### config.mk
export PLATFORM = sky130hd
export DESIGN_NAME = sound_event_seq
export DESIGN_NICKNAME = d
export VERILOG_FILES = /design/src/rtl/sound_event_seq.sv
export SDC_FILE = /design/constraint.sdc
export NUM_CORES = 1
export LEC_CHECK = 0
export CAP_MARGIN = 20
export CORE_MARGIN = 8
export CORE_UTILIZATION = 53
export DETAILED_ROUTE_END_ITERATION = 10
export GPL_TIMING_DRIVEN = 0
export PLACE_DENSITY_LB_ADDON = 0.25
export SYNTH_ARGS = -nofsm -noshare
export SYNTH_HDL_FRONTEND = slang
export SYNTH_SLANG_ARGS = --single-unit
### constraint.sdc
create_clock -name snd_clk -period 2.5 [get_ports snd_clk]
set_input_delay 0.625 -clock snd_clk [delete_from_list [all_inputs] [get_ports snd_clk]]
set_output_delay 0.625 -clock snd_clk [all_outputs]
set_load 0.005 [all_outputs]
### src/rtl/sound_event_seq.sv
// -----------------------------------------------------------------------------
// sound_event_seq
//   Turns one-cycle game event strobes (paddle ping, wall pong, goal) into timed
//   tone bursts on the (sound, mute) command interface of the pong sound card.
//   Events are arbitrated by priority goal > pong > ping. One lower-or-equal
//   priority event can wait in a one-deep pending slot. A goal plays
//   GOAL_BEEPS beeps. Every beep or burst is followed by a silent gap.
//
// Ports
//   snd_clk  in   sound clock, all logic on posedge
//   rstn     in   asynchronous active-low reset
//   enable   in   0 = silence: abort current sound, clear pending, force IDLE
//   ev_ping  in   paddle-hit strobe (one cycle)
//   ev_pong  in   wall-hit strobe (one cycle)
//   ev_goal  in   goal strobe (one cycle)
//   sound    out  tone code: 0 none, 1 ping, 2 pong, 3 goal (registered)
//   mute     out  1 = sound card silent (registered)
//   busy     out  1 whenever the sequencer is not IDLE (registered)
// -----------------------------------------------------------------------------
module sound_event_seq #(
  parameter int PING_TICKS = 12000000,
  parameter int PONG_TICKS = 12000000,
  parameter int GOAL_TICKS = 6000000,
  parameter int GAP_TICKS  = 3000000,
  parameter int GOAL_BEEPS = 3
) (
  input  logic       snd_clk,
  input  logic       rstn,
  input  logic       enable,
  input  logic       ev_ping,
  input  logic       ev_pong,
  input  logic       ev_goal,
  output logic [1:0] sound,
  output logic       mute,
  output logic       busy
);

  localparam int MAX_PP    = (PING_TICKS > PONG_TICKS) ? PING_TICKS : PONG_TICKS;
  localparam int MAX_GG    = (GOAL_TICKS > GAP_TICKS) ? GOAL_TICKS : GAP_TICKS;
  localparam int MAX_TICKS = (MAX_PP > MAX_GG) ? MAX_PP : MAX_GG;
  localparam int CW        = $clog2(MAX_TICKS + 1);

  localparam logic [1:0] ST_IDLE = 2'd0;
  localparam logic [1:0] ST_PLAY = 2'd1;
  localparam logic [1:0] ST_GAP  = 2'd2;

  // Tone codes double as priorities, so a plain unsigned compare arbitrates.
  localparam logic [1:0] CODE_NONE = 2'd0;
  localparam logic [1:0] CODE_PING = 2'd1;
  localparam logic [1:0] CODE_PONG = 2'd2;
  localparam logic [1:0] CODE_GOAL = 2'd3;

  localparam logic [CW-1:0] GAP_LOAD  = CW'(GAP_TICKS - 1);
  localparam logic [3:0]    BEEP_LAST = 4'(GOAL_BEEPS);

  // Counter reload for a PLAY of the given tone; the count runs load..0.
  function automatic logic [CW-1:0] f_play_load(input logic [1:0] code);
    case (code)
      CODE_PING: f_play_load = CW'(PING_TICKS - 1);
      CODE_PONG: f_play_load = CW'(PONG_TICKS - 1);
      CODE_GOAL: f_play_load = CW'(GOAL_TICKS - 1);
      default:   f_play_load = {CW{1'b0}};
    endcase
  endfunction

  logic [1:0]    r_state;
  logic [1:0]    r_cur;
  logic [1:0]    r_pend;   // CODE_NONE means the pending slot is empty
  logic [CW-1:0] r_cnt;
  logic [3:0]    r_beep;   // goal beeps started in the current goal sequence
  logic [1:0]    r_sound;
  logic          r_mute;
  logic          r_busy;

  logic [1:0]    w_ev;
  logic [1:0]    w_nxt_state;
  logic [1:0]    w_nxt_cur;
  logic [1:0]    w_nxt_pend;
  logic [CW-1:0] w_nxt_cnt;
  logic [3:0]    w_nxt_beep;
  logic [1:0]    w_merge_win;
  logic [1:0]    w_merge_keep;

  // Highest-priority strobe of this cycle; strobes are ignored while disabled.
  always_comb begin
    w_ev = CODE_NONE;
    if (!enable) begin
      w_ev = CODE_NONE;
    end else if (ev_goal) begin
      w_ev = CODE_GOAL;
    end else if (ev_pong) begin
      w_ev = CODE_PONG;
    end else if (ev_ping) begin
      w_ev = CODE_PING;
    end else begin
      w_ev = CODE_NONE;
    end
  end

  // Gap-expiry merge of the new event with the pending slot. An equal-priority
  // duplicate is absorbed rather than kept pending.
  always_comb begin
    w_merge_win  = r_pend;
    w_merge_keep = CODE_NONE;
    if (w_ev > r_pend) begin
      w_merge_win  = w_ev;
      w_merge_keep = r_pend;
    end else if (w_ev == r_pend) begin
      w_merge_win  = r_pend;
      w_merge_keep = CODE_NONE;
    end else begin
      w_merge_win  = r_pend;
      w_merge_keep = w_ev;
    end
  end

  // Next-state logic: arbitration, preemption, pending slot and counters.
  always_comb begin
    w_nxt_state = r_state;
    w_nxt_cur   = r_cur;
    w_nxt_pend  = r_pend;
    w_nxt_beep  = r_beep;
    // Free-running countdown that saturates at zero.
    w_nxt_cnt   = (r_cnt != {CW{1'b0}}) ? (r_cnt - {{(CW-1){1'b0}}, 1'b1}) : {CW{1'b0}};

    if (!enable) begin
      w_nxt_state = ST_IDLE;
      w_nxt_cur   = CODE_NONE;
      w_nxt_pend  = CODE_NONE;
      w_nxt_cnt   = {CW{1'b0}};
      w_nxt_beep  = 4'd0;
    end else begin
      case (r_state)
        ST_IDLE: begin
          if (w_ev != CODE_NONE) begin
            w_nxt_state = ST_PLAY;
            w_nxt_cur   = w_ev;
            w_nxt_cnt   = f_play_load(w_ev);
            w_nxt_beep  = (w_ev == CODE_GOAL) ? 4'd1 : 4'd0;
          end else begin
            w_nxt_cnt   = {CW{1'b0}};
          end
        end

        ST_PLAY: begin
          if (w_ev > r_cur) begin
            // Preempt: the interrupted sound is discarded, pending untouched.
            w_nxt_state = ST_PLAY;
            w_nxt_cur   = w_ev;
            w_nxt_cnt   = f_play_load(w_ev);
            w_nxt_beep  = (w_ev == CODE_GOAL) ? 4'd1 : 4'd0;
          end else begin
            if (w_ev > r_pend) begin
              w_nxt_pend = w_ev;
            end else begin
              w_nxt_pend = r_pend;
            end
            if (r_cnt == {CW{1'b0}}) begin
              w_nxt_state = ST_GAP;
              w_nxt_cnt   = GAP_LOAD;
            end else begin
              w_nxt_state = ST_PLAY;
            end
          end
        end

        ST_GAP: begin
          if (w_ev > r_cur) begin
            w_nxt_state = ST_PLAY;
            w_nxt_cur   = w_ev;
            w_nxt_cnt   = f_play_load(w_ev);
            w_nxt_beep  = (w_ev == CODE_GOAL) ? 4'd1 : 4'd0;
          end else if (r_cnt != {CW{1'b0}}) begin
            if (w_ev > r_pend) begin
              w_nxt_pend = w_ev;
            end else begin
              w_nxt_pend = r_pend;
            end
          end else if ((r_cur == CODE_GOAL) && (r_beep < BEEP_LAST)) begin
            // Next beep of the goal sequence; a same-cycle event can only pend.
            w_nxt_state = ST_PLAY;
            w_nxt_cnt   = f_play_load(CODE_GOAL);
            w_nxt_beep  = r_beep + 4'd1;
            if (w_ev > r_pend) begin
              w_nxt_pend = w_ev;
            end else begin
              w_nxt_pend = r_pend;
            end
          end else if (w_merge_win != CODE_NONE) begin
            w_nxt_state = ST_PLAY;
            w_nxt_cur   = w_merge_win;
            w_nxt_pend  = w_merge_keep;
            w_nxt_cnt   = f_play_load(w_merge_win);
            w_nxt_beep  = (w_merge_win == CODE_GOAL) ? 4'd1 : 4'd0;
          end else begin
            w_nxt_state = ST_IDLE;
            w_nxt_cur   = CODE_NONE;
            w_nxt_beep  = 4'd0;
          end
        end

        default: begin
          w_nxt_state = ST_IDLE;
          w_nxt_cur   = CODE_NONE;
          w_nxt_pend  = CODE_NONE;
          w_nxt_cnt   = {CW{1'b0}};
          w_nxt_beep  = 4'd0;
        end
      endcase
    end
  end

  // Sequencer state registers.
  always_ff @(posedge snd_clk or negedge rstn) begin
    if (!rstn) begin
      r_state <= ST_IDLE;
      r_cur   <= CODE_NONE;
      r_pend  <= CODE_NONE;
      r_cnt   <= {CW{1'b0}};
      r_beep  <= 4'd0;
    end else begin
      r_state <= w_nxt_state;
      r_cur   <= w_nxt_cur;
      r_pend  <= w_nxt_pend;
      r_cnt   <= w_nxt_cnt;
      r_beep  <= w_nxt_beep;
    end
  end

  // Output registers follow the state one edge later, except that a disable
  // silences the card on the very next edge.
  always_ff @(posedge snd_clk or negedge rstn) begin
    if (!rstn) begin
      r_sound <= CODE_NONE;
      r_mute  <= 1'b1;
      r_busy  <= 1'b0;
    end else if (!enable) begin
      r_sound <= CODE_NONE;
      r_mute  <= 1'b1;
      r_busy  <= 1'b0;
    end else begin
      case (r_state)
        ST_PLAY: begin
          r_sound <= r_cur;
          r_mute  <= 1'b0;
          r_busy  <= 1'b1;
        end
        ST_GAP: begin
          r_sound <= CODE_NONE;
          r_mute  <= 1'b1;
          r_busy  <= 1'b1;
        end
        default: begin
          r_sound <= CODE_NONE;
          r_mute  <= 1'b1;
          r_busy  <= 1'b0;
        end
      endcase
    end
  end

  assign sound = r_sound;
  assign mute  = r_mute;
  assign busy  = r_busy;

endmodule

==> results <==
- The run finished, with violations left.
- The final reports fail on negative setup slack.
- The leakage power is 1.47 nW.
- The HPWL reported at the end of detailed placement is 4740 microns.
- The max-slew headroom at the worst pin is 45.2%.
- The cell family with the largest share of critical-path delay is compound AO/OA/AOI/OAI gates.
- The first-pass GRT wire length is 11600 microns.
- The number of synthesized flops with an enable pin is 0.
- The path depth of the worst reg2reg path is 7.
- The top-area cell type share of the netlist area is 35.0%.
- The most critical setup path has its startpoint at enable.
- Counting the fill cells in the layout gives 317.
- The total power is 0.00261 W.
- From bottom edge to top edge, the die measures 86.7 microns.
- Entering global routing, the biggest net connects 39 pins.
- The H-tree generated during clock tree synthesis spans 2 levels.
- The clock reaches the later pin of the worst-skew pair after 300 ps.
- The fraction of the yosys area taken by sequential cells is 36.0%.
- Across every metal layer, demand over resource in global routing totals 19.5%.
- The first detailed-routing pass ran for 7 iterations.
- TritonCTS built the clock tree.
- The final setup violation count is 27.
- For this run, the number of Yosys warnings is 0.
- The DRC marker count from the first detailed-route iteration is 294.
- The signal on the critical path passes through buf_8 > clkbuf_16 > o21a_4 > ha_4 > nor2b_4 > o21a_4 > mux2i_4 > ha_4 > and3b_2 > buf_6 > o21ai_2 > a22o_1 > a21oi_2.
- Max-cap violations in this run came to 0.
- The biggest cell delay along the critical path is 300 ps.
- After the last flow step, the layout net total stands at 363.
- VDD sags by at most 0.000504 V.
- The number of nets in the synthesized netlist is 323.
- The core region is 4790 sq um.
- The number of CTS-inserted buffers is 5.
- The total die area is 7510 sq um.
- The detailed-route vias per instance is 6.36.
- 0 antenna diodes ended up in the layout.
- After detailed routing, the number of remaining DRC violations is 0.
- The post-route clock skew is 12.7 ps.
- The smallest clock period supported by the final layout is computed as 2760 ps.
- The synthesized area per cell is 8.83 sq um.
- For this block, the via count after detailed routing is 2594.
- The ratio of total power to cell area is 746 nW/um^2.
- The maximum clock frequency is 0.362 GHz.
- The initial antenna violation count came to 0.
- At the pin with the least slew margin, the transition time is 822 ps.
- During placement, the flow inserted port buffers numbering 9.
- In this run the remaining antenna-violating nets after routing total 0.
- The end of the worst register-to-register path is r_cnt[22].
- The final routed wire length divided by cell count is 19.7 microns.
- In this run the core area contains 25 standard-cell rows.
- The most frequently used flop master after synthesis is dfrtp_1.
- The starting density of the core is 55.3%.
- The fraction of final layout cells with drive strength greater than 1 is 32.0%.
- Including well taps, the total number of placed cells is 376.
- After synthesis, the most frequently instantiated cells are dfrtp_1 (37), nand2_1 (30), nor2_1 (28).
- Counting along the longest clock path gives a buffer depth of 2.
- dfrtp_1 takes more of the synthesized area than any other cell.
- In the post-route analysis, the smallest setup slack over all paths is -260 ps.
- The overall routed net length is 8020 microns.
- The largest driver fanout on the critical path is 3.
- The kind of capture point of the worst setup path is a flop.
- The total buffers and inverters traversed by the critical path is 3.
- The horizontal die dimension is 86.7 microns.
- The number of clock sinks is 38.
- The flip-flop and latch count after synthesis is 38.
- Compared with the post-synthesis result, the final layout area differs by 32.4%.
- The classification of the worst-slack hold path is in2async.
- The post-layout instance count excluding filler cells is 408.
- The number of distinct library cells after synthesis is 62.
- The congestion estimate from routability-driven global placement came to 0.924.
- The mapped netlist covers 2650 sq um.
- The hold violation total from the final report is 0.
- The setup slack on the worst flop-to-flop path is -170 ps.
- Setup repair after global routing could not meet its margin everywhere.
- The worst hold slack is 411 ps.
- The most frequent cell after synthesis is dfrtp_1.
- The worst path uses 110% of the clock period.
- The final-report max-slew violation count came to 0.
- The cell with the largest stage delay on the worst path is mux2i_4.
- The number of global-route vias before repair is 2430.
- At the worst endpoint, the arrival time is 2930 ps.
- The startpoint of the worst-slack reg-to-reg timing path is r_cnt[9].
- After clock tree synthesis, the clock-pin slew on the worst setup and hold paths is 90 ps.
- Pin placement for this block handled 10 I/O pins.
- In this run the clock root is driven by a clkbuf_8.
- Counting every instance in the synthesized netlist gives 300.
- After synthesis, the cell types taking the most area are dfrtp_1 (35%), ha_1 (8.0%), nand2_1 (4.3%).
- The leftover overflow at the end of global routing is 0.
- At the worst endpoint, the required time is 2670 ps.
- The critical path startpoint category is an input port.
- The async set or reset register ratio after synthesis is 100%.
- The critical setup path kind is in2reg.
[state kept, by name (all words and copies together), names as in the netlist]
signal   cells
r_beep       4
r_cnt       24
r_state      2
mute         1
r_pend       2
r_cur        2
busy         1
sound        2
[worst register-to-register path, cell delays in order, from the launching register on]
cell      delay [ps]
dfrtp_1          460
nor4_4           370
nor4b_4          460
buf_4            200
nand2_2           80
or3_4            370
o41a_1           430
a211oi_2         220
[layout make-up]
class	instances	area, sq um	share of cell area (%)
multi-input cells	235	1910	54.4
flip-flops and latches	38	952	27.2
repair buffers	34	292	8.32
well taps	67	83.8	2.39
clock buffers	6	82.6	2.36
plain buffers	11	71.3	2.03
clock inverters	2	60.1	1.71
inverters	15	56.3	1.61
[routing by layer]
metal	GRT usage, %	vias up	wire length, microns
met5	0	-	0
met4	6.89	0	310
met3	3.88	33	627
met2	32.0	147	3830
met1	24.7	1234	3260
li1	-	1180	-
[cell families after synthesis]
group / Yosys count / synth area share (%)
XOR/XNOR: 16 / 5.29
AO/OA/AOI/OAI: 85 / 21.5
buffers and inverters: 27 / 3.83
flip-flops: 38 / 36.0
adder cells (fa/ha/maj): 17 / 8.03
AND/OR/NAND/NOR: 113 / 23.8
multiplexers: 4 / 1.56
[worst max-delay path by stage]
stage	endpoint	slack, ps	depth (start not counted)
after floorplan	r_cnt[21]	-330	11
after global placement	r_cnt[21]	-1180	12
after detailed placement	r_cnt[21]	-1190	12
after CTS	r_cnt[21]	-200	12
after global routing	r_cnt[9]	-270	12
final	r_cnt[7]	-260	13
[power by group]
part	leakage [nW]	switching (W)	internal, W
clock	0.0714	0.000228	0.000426
combinational	0.887	0.000640	0.000510
sequential	0.507	0.000111	0.000699
total	1.47	0.000980	0.00163
[metrics by stage]
step	TNS, ps	utilization (%)	setup WS, ps	cell area (sq um)
final	-3930	73.3	-260	3510
after global routing	-5310	73.3	-270	3510
after CTS	-2110	68.9	-198	3300
after detailed placement	-30230	60.7	-1190	2910
after global placement	-30500	60.8	-1180	2910
after floorplan	-2610	-	-328	2740
[layout by cell type, fill, tap and decap left out, types with 3 or more instances in the layout]
cell,synthesis,layout
o21ai_1,1,4
nand2_1,30,28
ha_4,0,4
inv_1,15,13
o22ai_1,5,4
buf_6,0,7
xor2_1,6,6
nand2b_1,3,3
nor3_1,6,4
a21oi_1,16,12
a31oi_1,6,5
nand3_1,7,4
nand3_2,0,3
clkbuf_1,11,6
buf_4,0,19
or4_1,3,3
nor2_1,28,26
a32o_1,3,3
o31ai_1,6,4
ha_1,17,11
a21oi_2,0,4
o21ai_0,19,10
nor2b_1,6,4
xnor2_1,10,10
nor4_1,4,3
clkdlybuf4s50_1,0,4
o21ai_2,0,4
dfrtp_1,37,37
o21a_4,0,3
clkbuf_8,0,6
[what timing repair did]
item / in CTS / in global routing
hold buffers: 0 / 0
endpoints found under the hold margin: 0 / 0
resized for setup: 49 / 37
buffers inserted: 14 / 12
endpoints found under the setup margin: 34 / 32
pin swaps: 21 / 29
(Power assumes the default switching activity.)
